**config.mk**
```make
export PLATFORM = sky130hd
export DESIGN_NAME = fir_tap_feeder_flat
export DESIGN_NICKNAME = d
export VERILOG_FILES = /design/src/rtl/fir_tap_feeder_if.sv /design/src/rtl/fir_tap_feeder.sv /design/src/flat_wrapper.sv
export SDC_FILE = /design/constraint.sdc
export NUM_CORES = 2
export LEC_CHECK = 0
export CORE_UTILIZATION = 57
export DETAILED_ROUTE_END_ITERATION = 16
export PLACE_DENSITY = 0.95
export SKIP_LAST_GASP = 1
export SYNTH_ARGS = -nofsm -noshare
export SYNTH_HDL_FRONTEND = slang
export SYNTH_SLANG_ARGS = --single-unit
```
**constraint.sdc**
```tcl
create_clock -name clk -period 4.43 [get_ports clk]
set_input_delay 1.329 -clock clk [delete_from_list [all_inputs] [get_ports clk]]
set_output_delay 1.329 -clock clk [all_outputs]
set_load 0.01 [all_outputs]
```
**src/rtl/fir_tap_feeder_if.sv**
```systemverilog
`default_nettype none
// ============================================================================
//  Module   : fir_tap_feeder_if
//  Purpose  : Bundles the sample, coefficient-load and tap-output signals of
//             the 20-tap voice FIR front end.
//  Ports    : master - producer side (drives samples/coefs, sees taps)
//             slave  - fir_tap_feeder side
//  Revision : 1.0  initial release
// ============================================================================
interface fir_tap_feeder_if #(
  parameter int WIDTH    = 16,
  parameter int NUM_TAPS = 20
);
  // sample stream and control
  logic                      in_valid;
  logic [WIDTH-1:0]          in_sample;
  logic                      flush;
  // coefficient loading
  logic                      coef_we;
  logic [4:0]                coef_addr;
  logic [WIDTH-1:0]          coef_data;
  logic                      coef_swap;
  // outputs to the multiply-sum stage and status
  logic [WIDTH*NUM_TAPS-1:0] taps_a;
  logic [WIDTH*NUM_TAPS-1:0] taps_b;
  logic                      sum_ce;
  logic                      sum_valid;
  logic                      primed;
  logic                      swap_pending;

  modport master (
    output in_valid, in_sample, flush,
    output coef_we, coef_addr, coef_data, coef_swap,
    input  taps_a, taps_b, sum_ce, sum_valid, primed, swap_pending
  );

  modport slave (
    input  in_valid, in_sample, flush,
    input  coef_we, coef_addr, coef_data, coef_swap,
    output taps_a, taps_b, sum_ce, sum_valid, primed, swap_pending
  );
endinterface
`default_nettype wire

```
**src/rtl/fir_tap_feeder.sv**
```systemverilog
`default_nettype none
// ============================================================================
//  Module   : fir_tap_feeder
//  Purpose  : Front end of the voice FIR. Keeps a NUM_TAPS-deep sliding
//             sample window and a double-buffered coefficient bank, and
//             presents both as flattened vectors to a free-running
//             LATENCY-cycle multiply-sum stage. Generates that stage's clock
//             enable and a sum_valid strobe aligned with its result.
//  Ports    : clk, rst          - clock, synchronous active-high reset
//             bus (slave)       - in_valid/in_sample/flush sample stream,
//                                 coef_we/coef_addr/coef_data/coef_swap bank
//                                 loading, taps_a/taps_b vectors, sum_ce,
//                                 sum_valid, primed, swap_pending
//  Revision : 1.0  initial release
// ============================================================================
module fir_tap_feeder #(
  parameter int WIDTH    = 16,
  parameter int NUM_TAPS = 20,  // must be even
  parameter int LATENCY  = 6
) (
  input  logic              clk,
  input  logic              rst,
  fir_tap_feeder_if.slave   bus
);

  localparam int               c_CNT_W = $clog2(NUM_TAPS + 1);
  localparam logic [c_CNT_W-1:0] c_FULL = c_CNT_W'(NUM_TAPS);

  // --------------------------------------------------------------------------
  // State
  // --------------------------------------------------------------------------
  logic [WIDTH-1:0]          taps_q  [NUM_TAPS];
  logic [WIDTH-1:0]          taps_d  [NUM_TAPS];
  logic [WIDTH-1:0]          bank0_q [NUM_TAPS];
  logic [WIDTH-1:0]          bank0_d [NUM_TAPS];
  logic [WIDTH-1:0]          bank1_q [NUM_TAPS];
  logic [WIDTH-1:0]          bank1_d [NUM_TAPS];
  logic                      active_q,       active_d;
  logic                      swap_pending_q, swap_pending_d;
  logic [c_CNT_W-1:0]        count_q,        count_d;
  logic [LATENCY:0]          vpipe_q,        vpipe_d;
  logic                      primed_q;
  logic                      sum_ce_q;
  logic [WIDTH*NUM_TAPS-1:0] taps_b_q,       taps_b_d;
  logic [WIDTH*NUM_TAPS-1:0] w_taps_a;

  logic w_accept;
  logic w_do_swap;
  logic w_launch;

  // --------------------------------------------------------------------------
  // Next-state logic
  // --------------------------------------------------------------------------
  always_comb begin
    // flush wins over a simultaneous sample; the sample is simply dropped
    w_accept  = bus.in_valid & ~bus.flush;
    // the bank exchange is tied to an accepted sample so a window and its
    // coefficients always change on the same edge
    w_do_swap = w_accept & (swap_pending_q | bus.coef_swap);

    // sample window
    taps_d = taps_q;
    if (bus.flush) begin
      for (int k = 0; k < NUM_TAPS; k++) taps_d[k] = '0;
    end else if (w_accept) begin
      taps_d[0] = bus.in_sample;
      for (int k = 1; k < NUM_TAPS; k++) taps_d[k] = taps_q[k-1];
    end

    // fill count saturates at a full window
    count_d = count_q;
    if (bus.flush) begin
      count_d = '0;
    end else if (w_accept && (count_q != c_FULL)) begin
      count_d = count_q + c_CNT_W'(1);
    end

    // every accepted sample that leaves the window full starts a result
    w_launch = w_accept & (count_d == c_FULL);
    vpipe_d  = bus.flush ? '0 : {vpipe_q[LATENCY-1:0], w_launch};

    // writes always target the shadow bank as seen before this edge; on a
    // swap edge that is the bank about to become active, so the write lands
    bank0_d = bank0_q;
    bank1_d = bank1_q;
    for (int k = 0; k < NUM_TAPS; k++) begin
      if (bus.coef_we && (bus.coef_addr == 5'(k))) begin
        if (active_q) bank0_d[k] = bus.coef_data;
        else          bank1_d[k] = bus.coef_data;
      end
    end

    active_d = w_do_swap ? ~active_q : active_q;

    swap_pending_d = swap_pending_q;
    if (w_do_swap)          swap_pending_d = 1'b0;
    else if (bus.coef_swap) swap_pending_d = 1'b1;

    // taps_b is held in its own register so the output is a plain flop
    for (int k = 0; k < NUM_TAPS; k++) begin
      taps_b_d[k*WIDTH +: WIDTH] = active_d ? bank1_d[k] : bank0_d[k];
    end

    for (int k = 0; k < NUM_TAPS; k++) begin
      w_taps_a[k*WIDTH +: WIDTH] = taps_q[k];
    end
  end

  // --------------------------------------------------------------------------
  // Registers
  // --------------------------------------------------------------------------
  always_ff @(posedge clk) begin
    if (rst) begin
      taps_q         <= '{default: '0};
      bank0_q        <= '{default: '0};
      bank1_q        <= '{default: '0};
      active_q       <= 1'b0;
      swap_pending_q <= 1'b0;
      count_q        <= '0;
      vpipe_q        <= '0;
      primed_q       <= 1'b0;
      sum_ce_q       <= 1'b0;
      taps_b_q       <= '0;
    end else begin
      taps_q         <= taps_d;
      bank0_q        <= bank0_d;
      bank1_q        <= bank1_d;
      active_q       <= active_d;
      swap_pending_q <= swap_pending_d;
      count_q        <= count_d;
      vpipe_q        <= vpipe_d;
      primed_q       <= (count_d == c_FULL);
      // downstream runs free once out of reset
      sum_ce_q       <= 1'b1;
      taps_b_q       <= taps_b_d;
    end
  end

  // --------------------------------------------------------------------------
  // Outputs
  // --------------------------------------------------------------------------
  assign bus.taps_a       = w_taps_a;
  assign bus.taps_b       = taps_b_q;
  assign bus.sum_ce       = sum_ce_q;
  assign bus.sum_valid    = vpipe_q[LATENCY];
  assign bus.primed       = primed_q;
  assign bus.swap_pending = swap_pending_q;

endmodule
`default_nettype wire

```
**src/flat_wrapper.sv**
```systemverilog
// flat-port wrapper written by rule: the top's interface ports become plain ports
module fir_tap_feeder_flat 
#(
  parameter int WIDTH    = 16,
  parameter int NUM_TAPS = 20,                 
  parameter int LATENCY  = 6
)
  (clk, rst, bus_in_valid, bus_in_sample, bus_flush, bus_coef_we, bus_coef_addr, bus_coef_data, bus_coef_swap, bus_taps_a, bus_taps_b, bus_sum_ce, bus_sum_valid, bus_primed, bus_swap_pending);
  fir_tap_feeder_if #(.WIDTH(WIDTH), .NUM_TAPS(NUM_TAPS)) bus_i ();
  input  logic clk;
  input  logic rst;
  input wire logic [$bits(bus_i.in_valid)-1:0] bus_in_valid;
  input wire logic [$bits(bus_i.in_sample)-1:0] bus_in_sample;
  input wire logic [$bits(bus_i.flush)-1:0] bus_flush;
  input wire logic [$bits(bus_i.coef_we)-1:0] bus_coef_we;
  input wire logic [$bits(bus_i.coef_addr)-1:0] bus_coef_addr;
  input wire logic [$bits(bus_i.coef_data)-1:0] bus_coef_data;
  input wire logic [$bits(bus_i.coef_swap)-1:0] bus_coef_swap;
  output wire logic [$bits(bus_i.taps_a)-1:0] bus_taps_a;
  output wire logic [$bits(bus_i.taps_b)-1:0] bus_taps_b;
  output wire logic [$bits(bus_i.sum_ce)-1:0] bus_sum_ce;
  output wire logic [$bits(bus_i.sum_valid)-1:0] bus_sum_valid;
  output wire logic [$bits(bus_i.primed)-1:0] bus_primed;
  output wire logic [$bits(bus_i.swap_pending)-1:0] bus_swap_pending;
  assign bus_i.in_valid = bus_in_valid;
  assign bus_i.in_sample = bus_in_sample;
  assign bus_i.flush = bus_flush;
  assign bus_i.coef_we = bus_coef_we;
  assign bus_i.coef_addr = bus_coef_addr;
  assign bus_i.coef_data = bus_coef_data;
  assign bus_i.coef_swap = bus_coef_swap;
  assign bus_taps_a = bus_i.taps_a;
  assign bus_taps_b = bus_i.taps_b;
  assign bus_sum_ce = bus_i.sum_ce;
  assign bus_sum_valid = bus_i.sum_valid;
  assign bus_primed = bus_i.primed;
  assign bus_swap_pending = bus_i.swap_pending;
  fir_tap_feeder #(.WIDTH(WIDTH), .NUM_TAPS(NUM_TAPS), .LATENCY(LATENCY)) u_core (.clk(clk), .rst(rst), .bus(bus_i));
endmodule
```
Word level (Yosys, flattened, before mapping). Cells that the tools add are included.

RAM bits: 0. Memories: 0. Input port bits: 43. Register bits: 1296. Word-level logic and storage cells: 223. Bits in read-only memories: 0. Bits in latches: 0.

Multipliers: 0. Div/mod/pow operators: 0. Bitwise gates (word level): 6. Order comparisons: 0. Reductions and logical operators: 24. Equality and inequality tests: 21. Shifts and indexed selects: 0. $add $sub $neg: 1. Muxes and demuxes: 104.

Operator list (count): 16-bit 2-to-1 mux (100); 5-bit by 4-bit equality test with 1-bit output, second input constant (8); 5-bit equality test, second input constant (5); 1-bit logical AND (21); 5-bit by 3-bit equality test with 1-bit output, second input constant (4); 5-bit by 2-bit equality test with 1-bit output, second input constant (2); 5-bit 2-to-1 mux (2); 5-bit by 1-bit adder with 5-bit output, second input constant (1); 5-bit by 1-bit equality test with 1-bit output, second input constant (1); 5-bit zero test (1); 5-bit != test, second input constant (1); 2-bit OR reduction (2); 1-bit AND (3); 1-bit 2-to-1 mux (2); 1-bit inverter (2); 1-bit OR (1).

Depth between registers and ports, before layout.
Depth after elaboration: 7. Gate-level depth with buffers: 7.

Worst setup path after synthesis. No wires, ideal clock.

Path kind: input-to-reg. Start: input bus_coef_addr[4]. End: register u_core.taps_b_q[220] (netlist: u_core.bus.taps_b[220]). Data required time: 4.296 ns. Buffers on the path: 2. Slack: 1.605 ns. Arrival: 2.692 ns. Cell stages on the path: 6. Cell sequence: buf_4 nand4b_4 nor3_2 buf_6 mux2i_1 o22ai_1.

Word-level cells in the longest chain between the ends: 4. Elaborated cells on any way between the ends: 5. Classes of those cells: eq/ne: 1; mux: 3; reduce/logical: 1.

Ends and longest elaborated chain: start, declared (line flat_wrapper.sv:16) `input wire logic [$bits(bus_i.coef_addr)-1:0] bus_coef_addr;`; 5-bit by 4-bit equality test with 1-bit output * (line fir_tap_feeder.sv:87) `if (bus.coef_we && (bus.coef_addr == 5'(k))) begin`; 1-bit logical AND * (line fir_tap_feeder.sv:87); 16-bit 2-to-1 mux (line fir_tap_feeder.sv:87); 16-bit 2-to-1 mux * (line fir_tap_feeder.sv:101) `taps_b_d[k*WIDTH +: WIDTH] = active_d ? bank1_d[k] : bank0_d[k];`; end signal, assigned (line fir_tap_feeder.sv:135) `taps_b_q <= taps_b_d;`; end, declared (line fir_tap_feeder.sv:44) `logic [WIDTH*NUM_TAPS-1:0] taps_b_q, taps_b_d;`.

Every way passes the cells marked *; elsewhere a longest branch is shown, timed or not. A chain may end at the register's enable or synchronous reset.

Final worst setup path.
Start: input bus_coef_addr[0]. End: register u_core.taps_b_q[57] (netlist: u_core.bus.taps_b[57]).

Word-level cells in the longest chain between the ends: 4. Elaborated cells on any way between the ends: 5. Classes of those cells: eq/ne: 1; mux: 3; reduce/logical: 1.

Ends and longest elaborated chain (line): 5-bit by 2-bit equality test with 1-bit output * (fir_tap_feeder.sv:87); 1-bit logical AND * (fir_tap_feeder.sv:87); 16-bit 2-to-1 mux (fir_tap_feeder.sv:87); 16-bit 2-to-1 mux * (fir_tap_feeder.sv:101).

Marked as above.

==> metrics.txt <==
outcome completed; worst reg2reg startpoint u_core.active_q$_SDFF_PP0_; number of DRC markers in iteration 0 3,414; Seq cells post-synth 1,296; H-Tree Depth 3; largest net degree at the start of global routing 240; CP Capture Type flop; post-route clock period utilization 76.20%; I/O pin count 687; Syn. warnings 0; Slew Viols, Final 0; compound-cell area share of the yosys netlist 4.772%; placed cells 5,360; Post-CTS Resized 0; Mean Syn Cell Area 10.93 sq um; worst vdd ir 0.0003731 V; gr ovfl total 0; initial antenna violation count 3; commonest non-fill, non-tap cell in the layout dfxtp_1; share of Yosys cell area claimed by the top area cell type 59.64%; main combinational cell family by area after synthesis multiplexers; fin area 54,910 sq um; Post-synth EDFFs 0; f_max 296.2 MHz; CP required 4970 ps; hold path depth 1; Max-slew headroom 6.960%; residual DRC count 0; P&R area growth vs syn 26.23%; post-route ant nets 0; Cell Rows 100; CTS root buffer clkbuf_16; worst r2r path cells 5; dpl hpwl 81.08 mm; Final nets 4,556; ys async rst share 0%; synth top area cells dfxtp_1, mux2i_1, nor2_1, o22ai_1, clkbuf_1; Mapped Cells 3,980; post-route minimum period 3376 ps; CTS buffer count 118; Post-Synth Adder-Cell Area 0.05752%; commonest non-fill, non-tap cells in the layout dfxtp_1, nor2_1, mux2i_1, clkdlybuf4s50_1, o22ai_1; Reg2Reg Capture Point u_core.bus.taps_b[279]$_SDFF_PP0_; crit path max fanout 16; Unique masters post-synth 43; RSZ-0062 raised after global routing no; Final setup violation count 0; Leak 0.02487 uW; DRT Wirelength 136.1 mm; WS Path Type input port to flop; hold_buf cts 0; latest clock arrival within the worst-skew pair 680 ps; GRT Total Usage 33.68%; Slew @ Worst Pin 1396 ps; Yosys top cell by area dfxtp_1; Post-synth top flop dfxtp_1; min-delay worst type flop to flop; WP data arrival 3910 ps; Finished Layout Cells 5,582; Initial DRT Pass Iterations 8; hold slack 428.7 ps; maximum capacitance violations 0; DP Area 50,680 sq um; Initial Util 58.04%; Setup Fix Bufs, Post-CTS 0; crit start category input port; first-pass GRT wire length 202.4 mm; Fin. Hold Viols 0; post-synthesis mux area share 22.09%; clock sinks 1,296; Synth Net Count 4,025; r2r setup slk 2020 ps; CTS tree yes; Worst Hold End u_core.vpipe_q[3]$_SDFF_PP0_; synthesized area 43,500 sq um; via count 33.53k; GPL Wtd Cong 0.8834; Bufs on Longest Clock Path 3; post-route setup TNS 0 ps; core area 74,950 sq um; die height 278.3 um; Avg Vias per Cell 6.007; PD cells 429.1 nW/um^2; vias in the first global route 34.23k; Synth Area in XOR/XNOR 0.06040%; Die X 278.3 um; min-delay src u_core.vpipe_q[2]$_SDFF_PP0_; simple-gate share of the synthesized area 9.894%; wire per inst 24.39 um; share of post-route cells with drive strength above 1 7.264%; Clock transition at path regs 60 ps; Clock Skew 58.21 ps; register area share after synthesis 59.64%; die area 77,430 sq um; IO Port Bufs 686
==> cells in the mapped netlist (2+ instances only) <==
master and n:
a21o_1 2, a21oi_1 4, and2_1 7, and3_1 2, and3b_1 2, and4bb_2 4
buf_1 24, buf_2 54, buf_4 21, buf_6 13, clkbuf_1 223, dfxtp_1 1296
ha_1 2, inv_1 4, mux2i_1 960, nand2_1 7, nand2_2 28, nand2_4 8
nand3_1 2, nand4_1 3, nor2_1 967, nor4b_4 4, o21ai_0 2, o22ai_1 321
xor2_1 2
==> registers in the layout, indices dropped and copies added (netlist names) <==
name / count
u_core.vpipe_q: 7
u_core.count_q: 5
u_core.bus.primed: 1
u_core.active_q: 1
u_core.bus.swap_pending: 1
u_core.bank0_q: 320
u_core.bank1_q: 320
u_core.bus.taps_b: 320
u_core.bus.sum_ce: 1
u_core.bus.taps_a: 320
==> cells by family after synthesis <==
group,after synthesis
mux,960
xor+xnor,3
flops,1296
compound gates,332
buf+inv,339
fa+ha+maj,2
simple gates,1048
==> worst max-delay path, stage by stage <==
cell and delay, ps:
clkdlybuf4s50_1 920, nor4b_4 760, nand2_4 340, mux2i_1 370, o22ai_1 180
==> metal layers <==
layer	wire length, um	global-route usage (%)
met5	27	0
met4	11210	25.78
met3	12230	9.704
met1	48750	36.94
met2	63890	55.19
==> final cells by class <==
type                    count  area (sq um)
flip-flops and latches   1296         25940
fillers                  4239         20030
multi-input cells        2345         16100
repair buffers            746          7410
clock buffers             169          3497
well taps                 969          1212
clock inverters            52         737.0
inverters                   4         15.01
diodes                      1         2.502
==> worst max-delay path by stage <==
stage	from	endpoint	depth (start not counted)	slack, ps
floorplan	bus_coef_addr[4]	u_core.bus.taps_b[220]$_SDFF_PP0_	6	1600
global placement	bus_flush	u_core.bus.taps_b[274]$_SDFF_PP0_	6	620
detailed placement	bus_coef_addr[0]	u_core.bus.taps_b[57]$_SDFF_PP0_	5	520
CTS	u_core.bus.taps_a[91]$_SDFFE_PP0P_	bus_taps_a[91]	1	1110
global route	bus_coef_addr[0]	u_core.bus.taps_b[57]$_SDFF_PP0_	5	1060
finish	bus_coef_addr[0]	u_core.bus.taps_b[57]$_SDFF_PP0_	5	1050
==> per-stage QoR <==
stage / setup slack (ps) / util [%] / power [uW]
finish: 1054 / 73.27 / 23570
global route: 1062 / 73.27 / 24090
CTS: 1110 / 73.27 / 23540
detailed placement: 519.7 / 67.62 / 12860
global placement: 618.7 / 67.62 / 12840
floorplan: 1605 / - / 12550
==> power breakdown <==
group / internal, uW / switching, uW / total [uW]
Clock: 6390 / 4540 / 10900
Sequential: 11700 / 24.7 / 11700
Combinational: 259 / 669 / 928
Total: 18300 / 5230 / 23600
Power figures use the tool's default switching activity.
